## config.mk

```make
export PLATFORM = sky130hd
export DESIGN_NAME = mem_arbiter
export DESIGN_NICKNAME = d
export VERILOG_FILES = /design/src/rtl/mem_arbiter.sv
export SDC_FILE = /design/constraint.sdc
export NUM_CORES = 1
export LEC_CHECK = 0
export ABC_AREA = 1
export CAP_MARGIN = 20
export CELL_PAD_IN_SITES_DETAIL_PLACEMENT = 1
export CELL_PAD_IN_SITES_GLOBAL_PLACEMENT = 1
export CORE_AREA = 4 4 284 286
export DETAILED_ROUTE_END_ITERATION = 7
export DIE_AREA = 0 0 288 290
export DONT_BUFFER_PORTS = 1
export PLACE_DENSITY_LB_ADDON = 0.05
export SLEW_MARGIN = 30
export SYNTH_ARGS = -nofsm -noshare
export SYNTH_HDL_FRONTEND = slang
export SYNTH_SLANG_ARGS = --single-unit
```

## constraint.sdc

```tcl
create_clock -name clk -period 2.3 [get_ports clk]
set_input_delay 0.345 -clock clk [delete_from_list [all_inputs] [get_ports clk]]
set_output_delay 0.345 -clock clk [all_outputs]
set_load 0.03 [all_outputs]
```

## src/rtl/mem_arbiter.sv

```systemverilog
// Two-requester arbiter giving the I-cache and the D-cache turns on the one main-memory port.
// Optional MEM_ARB_ROUND_ROBIN_EN alternates grants on contention; otherwise the D-cache always has priority.
module mem_arbiter #(
  parameter int ADDR_W = 28,
  parameter int DATA_W = 128
) (
  input  logic              clk,
  input  logic              proc_reset,
  input  logic              i_mem_read,
  input  logic [ADDR_W-1:0] i_mem_addr,
  output logic [DATA_W-1:0] i_mem_rdata,
  output logic              i_mem_ready,
  input  logic              d_mem_read,
  input  logic              d_mem_write,
  input  logic [ADDR_W-1:0] d_mem_addr,
  input  logic [DATA_W-1:0] d_mem_wdata,
  output logic [DATA_W-1:0] d_mem_rdata,
  output logic              d_mem_ready,
  output logic              mem_read,
  output logic              mem_write,
  output logic [ADDR_W-1:0] mem_addr,
  output logic [DATA_W-1:0] mem_wdata,
  input  logic [DATA_W-1:0] mem_rdata,
  input  logic              mem_ready,
  output logic              busy
);

  typedef enum logic [1:0] {
    IDLE  = 2'b00,
    GNT_I = 2'b01,
    GNT_D = 2'b10
  } state_t;

  state_t r_state;
  state_t w_next;
  logic   w_i_req;
  logic   w_d_req;
  logic   w_pick_d;

  assign w_i_req = i_mem_read;
  assign w_d_req = d_mem_read | d_mem_write;

`ifdef MEM_ARB_ROUND_ROBIN_EN
  logic r_last_d;

  // Remember who finished the last transfer; reset favours D first
  always_ff @(posedge clk or posedge proc_reset) begin
    if (proc_reset)
      r_last_d <= 1'b0;
    else if (mem_ready && r_state == GNT_I)
      r_last_d <= 1'b0;
    else if (mem_ready && r_state == GNT_D)
      r_last_d <= 1'b1;
  end

  assign w_pick_d = w_d_req & (~w_i_req | ~r_last_d);
`else
  assign w_pick_d = w_d_req;
`endif

  // State register
  always_ff @(posedge clk or posedge proc_reset) begin
    if (proc_reset)
      r_state <= IDLE;
    else
      r_state <= w_next;
  end

  // Next state: grant from IDLE, release on ready or abort
  always_comb begin
    w_next = IDLE;
    case (r_state)
      IDLE: begin
        if (w_pick_d)
          w_next = GNT_D;
        else if (w_i_req)
          w_next = GNT_I;
        else
          w_next = IDLE;
      end
      GNT_I: begin
        if (mem_ready || !w_i_req)
          w_next = IDLE;
        else
          w_next = GNT_I;
      end
      GNT_D: begin
        if (mem_ready || !w_d_req)
          w_next = IDLE;
        else
          w_next = GNT_D;
      end
      default: w_next = IDLE;
    endcase
  end

  // Memory-side mux and ready routing from the current grant
  always_comb begin
    mem_read    = 1'b0;
    mem_write   = 1'b0;
    mem_addr    = '0;
    mem_wdata   = '0;
    i_mem_ready = 1'b0;
    d_mem_ready = 1'b0;
    case (r_state)
      GNT_I: begin
        mem_read    = i_mem_read;
        mem_addr    = i_mem_addr;
        i_mem_ready = mem_ready;
      end
      GNT_D: begin
        mem_write   = d_mem_write;
        mem_read    = d_mem_read & ~d_mem_write;
        mem_addr    = d_mem_addr;
        mem_wdata   = d_mem_wdata;
        d_mem_ready = mem_ready;
      end
      default: ;
    endcase
  end

  assign i_mem_rdata = mem_rdata;
  assign d_mem_rdata = mem_rdata;
  assign busy        = (r_state != IDLE);

endmodule

```

==> impl_results.md, run 1 <==
* Max-slew violations at 0
* Total negative slack at 0 ns
* Post-synth EDFFs at 0
* Num rows at 103
* Status: completed
* Reg2Reg Depth at 5
* Drt total wl at 18.1 mm
* Internal at 763 uW
* Worst min-delay path category: in2reg
* Critical path required time at 1.96 ns
* Most frequent cells after synthesis: 257 x buf_4, 190 x nand2_1, 118 x inv_1
* Register share of total power at 0.019
* Die area at 83500 um^2
* Residual DRC count at 0
* Num ports at 735
* DR iter-0 viols at 50
* Combinational Power Share at 0.885
* PortBufs at 0
* Register area at 50.0 um^2
* Netlist Area Pre-Place at 3620 um^2
* CP cell instances: inv_1 > ha_4 > buf_12 > nand2_1 > a21oi_1 > buf_4
* Worst path bufs/invs at 3
* Final Skew at 0.0000481 ns
* Leak Pwr at 0.00181 uW
* Worst-path clk slew at 0.03 ns
* Synth cell types at 14
* Multi-input logic area at 957 um^2
* Critical path startpoint category: register
* DR vias/cell at 1.85
* Placed cell area at 3320 um^2
* Starting Density at 0.0463
* Hold wc startpoint: i_mem_read
* Worst Hold Depth at 2
* Final Hold Vio Count at 0
* CTS tree: built
* Via Count at 2709
* Most numerous cell in the Yosys netlist: buf_4
* Gate Count Post-Synth at 650
* Share of cells above drive strength 1 at 0.161
* Die Y at 290 um
* CP max stage delay at 0.39 ns
* H-tree Lvls at 1
* Most used flip-flop cell after synthesis: dfrtp_1
* Transition time of the tightest slew-check pin at 0.381 ns
* Yosys top cell by area: buf_4
* Clk buf depth at 2
* Final hold slack at 0.296 ns
* Core Region at 78400 um^2
* Yosys top cell area share at 0.532
* Largest register FFs at 2
* Global-route wire length before repair at 23.7 mm
* Syn_nets at 972
* Clk sink count at 2
* Design Area, Final at 3400 um^2
* Tot GR Track Use at 0.0383
* DR WL/cell at 12.3 um
* ANT nets after route at 0
* Fillers at 9610
* GPL Wtd Cong at 0.608
* Worst skew pair latency at 0.22 ns
* Avg Inst Size Synth at 5.58 um^2
* Grt total ovfl at 0
* Hold worst-path end: r_state[0]
* FFs w/ async S/R, synth at 1.00
* Area delta synth->final at -6.08%
* CTS Root Cell: clkbuf_16
* Yosys warns at 0
* P_sw at 1950 uW
* Worst Path Arrival at 1.68 ns
* Switching share of power at 0.718
* Largest net degree at the start of global routing at 72
* Post-DP HPWL at 15.4 mm
* DIE WIDTH at 288 um
* CP Class: reg2out
* CP Capture Type: primary output
* Area contributors post-synth: buf_4 53%, nand2_1 20%, inv_1 12%
* Rel. slew slack at 0.746
* Final net count at 740
* Seq/Total Area, Yosys at 0.0138
* Number of global-route vias before repair at 3033
* Biggest regs: r_state x2
* Final worst path period share at 0.879
* Synthesized flop and latch total at 2
* Worst r2r src: r_state[1]
* Min cycle time layout at 2.02 ns
* Core Util, Final at 0.0434
* Pwr dens at 796 nW/um^2
* Critical Path Fanout Max at 44
* Reg2Reg Setup Slack at 1.05 ns
* CTS buffer count at 3
* Drt pass-1 iters at 4
* Max cap viols at 0
* Largest Register: r_state
* Crit. path cell count at 6
* Pwr Total at 2710 uW
* Maximum vdd drop at 0.000155 V
* Initial antenna violation count at 1
* Clock network power share at 0.096
* Slowest CP cell: dfrtp_1
* Fmax at 0.495 GHz
* FF-to-FF End: r_state[0]
* Top cell family by delay on the critical path: buffers and inverters
* Final setup fails at 0
* RSZ-0062 raised after global routing: false
power groups by stage:
stage / logic (uW) / registers [uW] / clock network, uW
after floorplan: 2710 / 46.8 / 0
after global placement: 2560 / 52.4 / 0
after detailed placement: 2500 / 52.6 / 0
after CTS: 2510 / 52.2 / 265
after global routing: 2640 / 53.6 / 273
final: 2400 / 51.4 / 259
metrics by stage:
step	setup slack, ns	cells
global placement	0.399	1462
CTS	0.187	1466
finish	0.278	1467
global route	0.106	1467
floorplan	0.440	650
detailed placement	0.425	1462
worst max-delay path by stage:
stage,start,end,slack [ns]
2_1_floorplan,r_state[0],mem_addr[10],0.44
3_3_place_gp,r_state[0],mem_addr[17],0.40
3_5_place_dp,r_state[0],mem_addr[17],0.42
4_1_cts,r_state[0],mem_addr[17],0.19
5_1_grt,r_state[0],mem_wdata[62],0.11
6_report,r_state[0],mem_addr[17],0.28
logic make-up after synthesis:
family                   after synthesis  synth area share
buffers and inverters                418             0.726
flip-flops                             2            0.0138
adder cells (fa/ha/maj)                4            0.0138
AO/OA/AOI/OAI                         31            0.0428
AND/OR/NAND/NOR                      195             0.204
area by class of cell:
cell class	count	area share
well taps	1050	0.386
multi-input cells	230	0.281
inverters	138	0.152
repair buffers	43	0.143
clock buffers	3	0.0221
flip-flops and latches	2	0.0147
diodes	1	0.000735
per-layer routing:
| metal | track usage | vias to the layer above | wire length (um) |
|---|---|---|---|
| met4 | 0.00313 | 2 | 84 |
| met1 | 0.0356 | 1104 | 5740 |
| met5 | 0.00581 | - | 57 |
| met3 | 0.0477 | 14 | 5020 |
| li1 | - | 1100 | - |
| met2 | 0.0548 | 489 | 7170 |
placed cells by master (no fill, tap or decap), drive strengths merged:
cell type    instances
nand2              190
inv                138
buf                 42
a21oi               31
ha                   4
clkbuf               3
nor2                 2
dfrtp                2
diode                1
nand3                1
nand3b               1
or2                  1
dlygate4sd3          1
repair_timing:
action                                 CTS  global route
gates resized for setup                  0             0
setup buffers                            0             0
hold buffers                             1             0
endpoints found under the hold margin    2             0
Power figures use the tool's default switching activity.
==> run 2: changes to the inputs <==
- CTS_BUF_LIST: unset -> sky130_fd_sc_hd__clkbuf_2
- HOLD_SLACK_MARGIN: unset -> 0.08
==> run 2 against run 1 <==
Sequential share of layout area hardly changed. Combinational power hardly changed. Final area is 1.7% lower. Final cell count hardly changed. Register-to-register slack hardly changed. Critical endpoint unchanged.
==> impl_results.md, run 2 (same netlist as run 1, synthesis figures left out) <==
* Clk sink count at 2 (unchanged)
* Fmax at 0.500 GHz (was 0.495 GHz)
* Num ports at 735 (unchanged)
* Share of cells above drive strength 1 at 0.161 (unchanged)
* Total negative slack at 0 ns (unchanged)
* Leak Pwr at 0.00178 uW (was 0.00181 uW)
* Starting Density at 0.0463 (unchanged)
* Global-route wire length before repair at 23.7 mm (about the same)
* Drt total wl at 18.1 mm (about the same)
* Setup WS post-layout at 0.302 ns (was 0.278 ns)
* Max cap viols at 0 (unchanged)
* DP Worst Slack at 0.425 ns (unchanged)
* Worst r2r src: r_state[1] (unchanged)
* GPL Wtd Cong at 0.608 (unchanged)
* Final hold slack at 0.320 ns (was 0.296 ns)
* Worst-path clk slew at 0.03 ns (about the same)
* CTS tree: built (unchanged)
* Critical path startpoint category: register (unchanged)
* PortBufs at 0 (unchanged)
* Die Y at 290 um (unchanged)
* Final setup fails at 0 (unchanged)
* ANT nets after route at 0 (unchanged)
* Residual DRC count at 0 (unchanged)
* Critical Path Source: r_state[0] (unchanged)
* DIE WIDTH at 288 um (unchanged)
* Clk buf depth at 2 (unchanged)
* Rel. slew slack at 0.746 (about the same)
* Worst Path Arrival at 1.65 ns (was 1.68 ns)
* Reg2Reg Setup Slack at 1.05 ns (about the same)
* Worst skew pair latency at 0.19 ns (was 0.22 ns)
* Largest net degree at the start of global routing at 72 (unchanged)
* Num rows at 103 (unchanged)
* Biggest regs: r_state x2 (unchanged)
* Fillers at 9616 (was 9610)
* Via Count at 2708 (was 2709)
* Largest register FFs at 2 (unchanged)
* CTS Root Cell: clkbuf_2 (was clkbuf_16)
* Worst min-delay path category: in2reg (unchanged)
* Final Hold Vio Count at 0 (unchanged)
* Commonest non-fill, non-tap cell in the layout: nand2_1 (unchanged)
* Min cycle time layout at 2.00 ns (was 2.02 ns)
* Most frequent cells in the layout: 190 x nand2_1, 118 x inv_1, 31 x a21oi_1 (unchanged)
* Die area at 83500 um^2 (unchanged)
* Grt total ovfl at 0 (unchanged)
* Maximum vdd drop at 0.000155 V (about the same)
* DR WL/cell at 12.3 um (about the same)
* Core Region at 78400 um^2 (unchanged)
* Post-CTS setup buffers at 0 (unchanged)
* Pwr dens at 749 nW/um^2 (was 796 nW/um^2)
* Transition time of the tightest slew-check pin at 0.381 ns (about the same)
* CTS buffer count at 3 (unchanged)
* Number of global-route vias before repair at 3030 (was 3033)
* Hold wc startpoint: i_mem_read (unchanged)
* CP Class: reg2out (unchanged)
* H-tree Lvls at 1 (unchanged)
* Final worst path period share at 0.869 (was 0.879)
* Drt pass-1 iters at 4 (unchanged)
* Tot GR Track Use at 0.0382 (was 0.0383)
* Critical path required time at 1.96 ns (about the same)
* Max-slew violations at 0 (unchanged)
* Initial antenna violation count at 1 (unchanged)
* DR vias/cell at 1.84 (was 1.85)
* CP Capture Type: primary output (unchanged)
* DR iter-0 viols at 52 (was 50)
* Largest Register: r_state (unchanged)
* Post-DP HPWL at 15.4 mm (unchanged)
* Core Util, Final at 0.0427 (was 0.0434)
* Final net count at 740 (unchanged)
* Status: completed (unchanged)
* RSZ-0062 raised after global routing: false (unchanged)
* Critical Path Fanout Max at 44 (unchanged)
* Area delta synth->final at -7.66% (was -6.08%)
* Final Skew at 0.000766 ns (was 0.0000481 ns)
-- run 2: cell count changes in the layout (fill, tap and decap cells not counted), sizes merged --
cell and change:
diode +1
-- run 2: metal layers --
layer	GRT usage	part of all wire	up-vias
met5	0.00581	0.0032	-
met3	0.0474	0.28	13
met1	0.0355	0.32	1104
met4	0.00313	0.0039	2
li1	-	-	1101
met2	0.0548	0.40	488
-- run 2: worst max-delay path: stages (launching register included) --
cell and delay [ns]:
dfrtp_1 0.39, inv_1 0.14, ha_4 0.21, buf_12 0.23, nand2_1 0.08, a21oi_1 0.18
buf_4 0.19
-- run 2: area by class of cell --
| type | instances | area, um^2 | share of cell area |
|---|---|---|---|
| Antenna cell | 2 | 5.00 | 0.00150 |
| Clock buffer | 3 | 15.0 | 0.00449 |
| Inverter | 138 | 518 | 0.155 |
| Multi-Input combinational cell | 230 | 957 | 0.286 |
| Sequential cell | 2 | 50.0 | 0.0150 |
| Tap cell | 1050 | 1310 | 0.393 |
| Timing Repair Buffer | 43 | 488 | 0.146 |
-- run 2: final timing paths --
| path | cells after the start | end |
|---|---|---|
| setup / recovery | 6 | mem_addr[17] |
| hold / removal | 2 | r_state[0] |
| setup reg to reg | 5 | r_state[0] |
| hold reg to reg | 2 | r_state[0] |
| max in group asynchronous | 2 | r_state[1] |
| min in group asynchronous | 2 | r_state[0] |
-- run 2: where the power goes --
group / total [uW] / internal, uW / switching [uW]
clock: 55.3 / 34.6 / 20.7
combinational: 2400 / 500 / 1900
sequential: 51.4 / 42.1 / 9.25
total: 2510 / 577 / 1930
-- run 2: timing repair --
item / 4_1_cts / 5_1_grt
resized for setup: 0 / 0
endpoints found under the hold margin: 2 / 0
hold buffers: 1 / 0
-- run 2: stage by stage --
step / instance area [um^2] / power [uW] / instances
4_1_cts: 3340 / 2620 / 1466
5_1_grt: 3340 / 2760 / 1467
3_3_place_gp: 3320 / 2610 / 1462
6_report: 3350 / 2510 / 1468
3_5_place_dp: 3320 / 2550 / 1462
2_1_floorplan: 3620 / 2760 / 650
==> run 3: changes to the inputs <==
- CORE_AREA: 4 4 284 286 -> 2 2 290 292
- DIE_AREA: 0 0 288 290 -> 0 0 292 294
- clock period: 2.3 -> 2.2 ns (I/O delays scaled with it)
==> run 3 against run 2 <==
Wire length decreased by 6.9%. Sequential share of layout area barely moved. Core utilization shrank 0.12 points. Largest power group unchanged.
==> impl_results.md, run 3 (same netlist as run 1, synthesis figures left out) <==
* Status: completed (unchanged)
* Critical path required time at 1.87 ns (was 1.96 ns)
* Clk sink count at 2 (unchanged)
* Most frequent cells in the layout: 190 x nand2_1, 118 x inv_1, 32 x buf_4 (was 190 x nand2_1, 118 x inv_1, 31 x a21oi_1)
* Number of global-route vias before repair at 2937 (was 3030)
* Transition time of the tightest slew-check pin at 0.369 ns (was 0.381 ns)
* Final setup fails at 0 (unchanged)
* Die Y at 294 um (was 290 um)
* Worst Path Arrival at 1.69 ns (was 1.65 ns)
* CTS Root Cell: clkbuf_2 (unchanged)
* ANT nets after route at 0 (unchanged)
* Share of cells above drive strength 1 at 0.171 (was 0.161)
* Critical path startpoint category: register (unchanged)
* Largest net degree at the start of global routing at 36 (was 72)
* Post-CTS setup buffers at 0 (unchanged)
* CTS buffer count at 3 (unchanged)
* Worst min-delay path category: in2reg (unchanged)
* Final worst path period share at 0.918
* Max-slew violations at 0 (unchanged)
* DR WL/cell at 11.2 um (was 12.3 um)
* DR vias/cell at 1.80 (was 1.84)
* RSZ-0062 raised after global routing: false (unchanged)
* Die area at 85800 um^2 (was 83500 um^2)
* Fillers at 10000 (was 9616)
* GRT met3 Usage at 0.0488 (was 0.0474)
* GRT busiest layer: met2 (unchanged)
* Leak Pwr at 0.00182 uW (was 0.00178 uW)
* Core Util, Final at 0.0415 (was 0.0427)
* Final net count at 745 (was 740)
* Drt pass-1 iters at 4 (unchanged)
* Tot GR Track Use at 0.0343 (was 0.0382)
* Min cycle time layout at 2.02 ns
* Maximum vdd drop at 0.000149 V (was 0.000155 V)
* Pwr dens at 781 nW/um^2 (was 749 nW/um^2)
* GR Layer Usage met2 at 0.0491 (was 0.0548)
* Placed cell area at 3420 um^2 (was 3320 um^2)
* Met1 Usage GRT at 0.0275 (was 0.0355)
* Num rows at 106 (was 103)
* DR iter-0 viols at 65 (was 52)
* Fmax at 0.495 GHz
* Critical Path Fanout Max at 34 (was 44)
* CP Capture Type: primary output (unchanged)
* Starting Density at 0.0437 (was 0.0463)
* Total negative slack at 0 ns (unchanged)
* Final Hold Vio Count at 0 (unchanged)
* Grt total ovfl at 0 (unchanged)
* GPL Wtd Cong at 0.603 (was 0.608)
* CTS tree: built (unchanged)
* Final Skew at 0.00451 ns (was 0.000766 ns)
* PostCTS Resize Cnt at 0 (unchanged)
* Via Count at 2706 (was 2708)
* Design Area, Final at 3440 um^2 (was 3350 um^2)
* Num ports at 735 (unchanged)
* Antenna Cells at 0 (was 2)
* H-tree Lvls at 1 (unchanged)
* CP Class: reg2out (unchanged)
* Global-route wire length before repair at 21.7 mm (was 23.7 mm)
* PortBufs at 0 (unchanged)
* DIE WIDTH at 292 um (was 288 um)
* Initial antenna violation count at 1 (unchanged)
* Reg2Reg Setup Slack at 0.89 ns (was 1.05 ns)
* Clk buf depth at 2 (unchanged)
* Largest register FFs at 2 (unchanged)
* Area delta synth->final at -5.04% (was -7.66%)
* Residual DRC count at 0 (unchanged)
* Hold buffers post-CTS at 1 (unchanged)
* Commonest non-fill, non-tap cell in the layout: nand2_1 (unchanged)
* Drt total wl at 16.8 mm (was 18.1 mm)
* Worst-path clk slew at 0.03 ns (about the same)
* Max cap viols at 0 (unchanged)
* Rel. slew slack at 0.754 (was 0.746)
* Core Region at 82900 um^2 (was 78400 um^2)
* Biggest regs: r_state x2 (unchanged)
* Post-DP HPWL at 14.6 mm (was 15.4 mm)
* Worst skew pair latency at 0.19 ns (about the same)
* Largest Register: r_state (unchanged)
run 3: changes by cell type in the layout (fill, tap and decap cells not counted), sizes merged:
cell / before / now
buf: 42 / 47
diode: 2 / 0
run 3: final timing paths:
kind / start / endpoint / depth (start not counted)
max: r_state[0] / mem_wdata[77] / 6
min: i_mem_read / r_state[0] / 2
max reg2reg: r_state[1] / r_state[0] / 5
min reg2reg: r_state[0] / r_state[0] / 2
max in group asynchronous: proc_reset / r_state[1] / 2
min in group asynchronous: proc_reset / r_state[0] / 2
run 3: worst max-delay path, cell delays in order, from the launching register on:
cell and delay (ns):
dfrtp_1 0.39, inv_1 0.13, ha_4 0.21, buf_12 0.18
buf_12 0.21, nand2_1 0.08, inv_1 0.24
run 3: per-layer routing:
metal,wire [um],up-vias
met2,6790,479
met3,4850,23
met5,7,-
met4,112,2
li1,-,1109
met1,5050,1093
run 3: report_power, final:
group	internal (uW)	switching (uW)	leakage, uW
clock	36.2	21.1	0.0000125
sequential	44.0	9.66	0.0000256
combinational	580	2000	0.00178
run 3: area by class of cell:
| cell class | count | area, um^2 | share of cell area |
|---|---|---|---|
| inverter | 138 | 518 | 0.150 |
| timing repair buffer | 48 | 551 | 0.160 |
| clock buffer | 3 | 15.0 | 0.00436 |
| multi-input combinational | 230 | 957 | 0.278 |
| sequential | 2 | 50.0 | 0.0145 |
| tap | 1080 | 1350 | 0.393 |
run 3: stage by stage:
stage	instances	hold slack [ns]	power (uW)	setup WS, ns
CTS	1501	0.314	2800	0.109
floorplan	650	0.0712	2880	0.355
global route	1501	0.331	2920	0.0296
finish	1501	0.317	2690	0.181
global placement	1497	0.105	2800	0.303
detailed placement	1497	0.101	2730	0.326
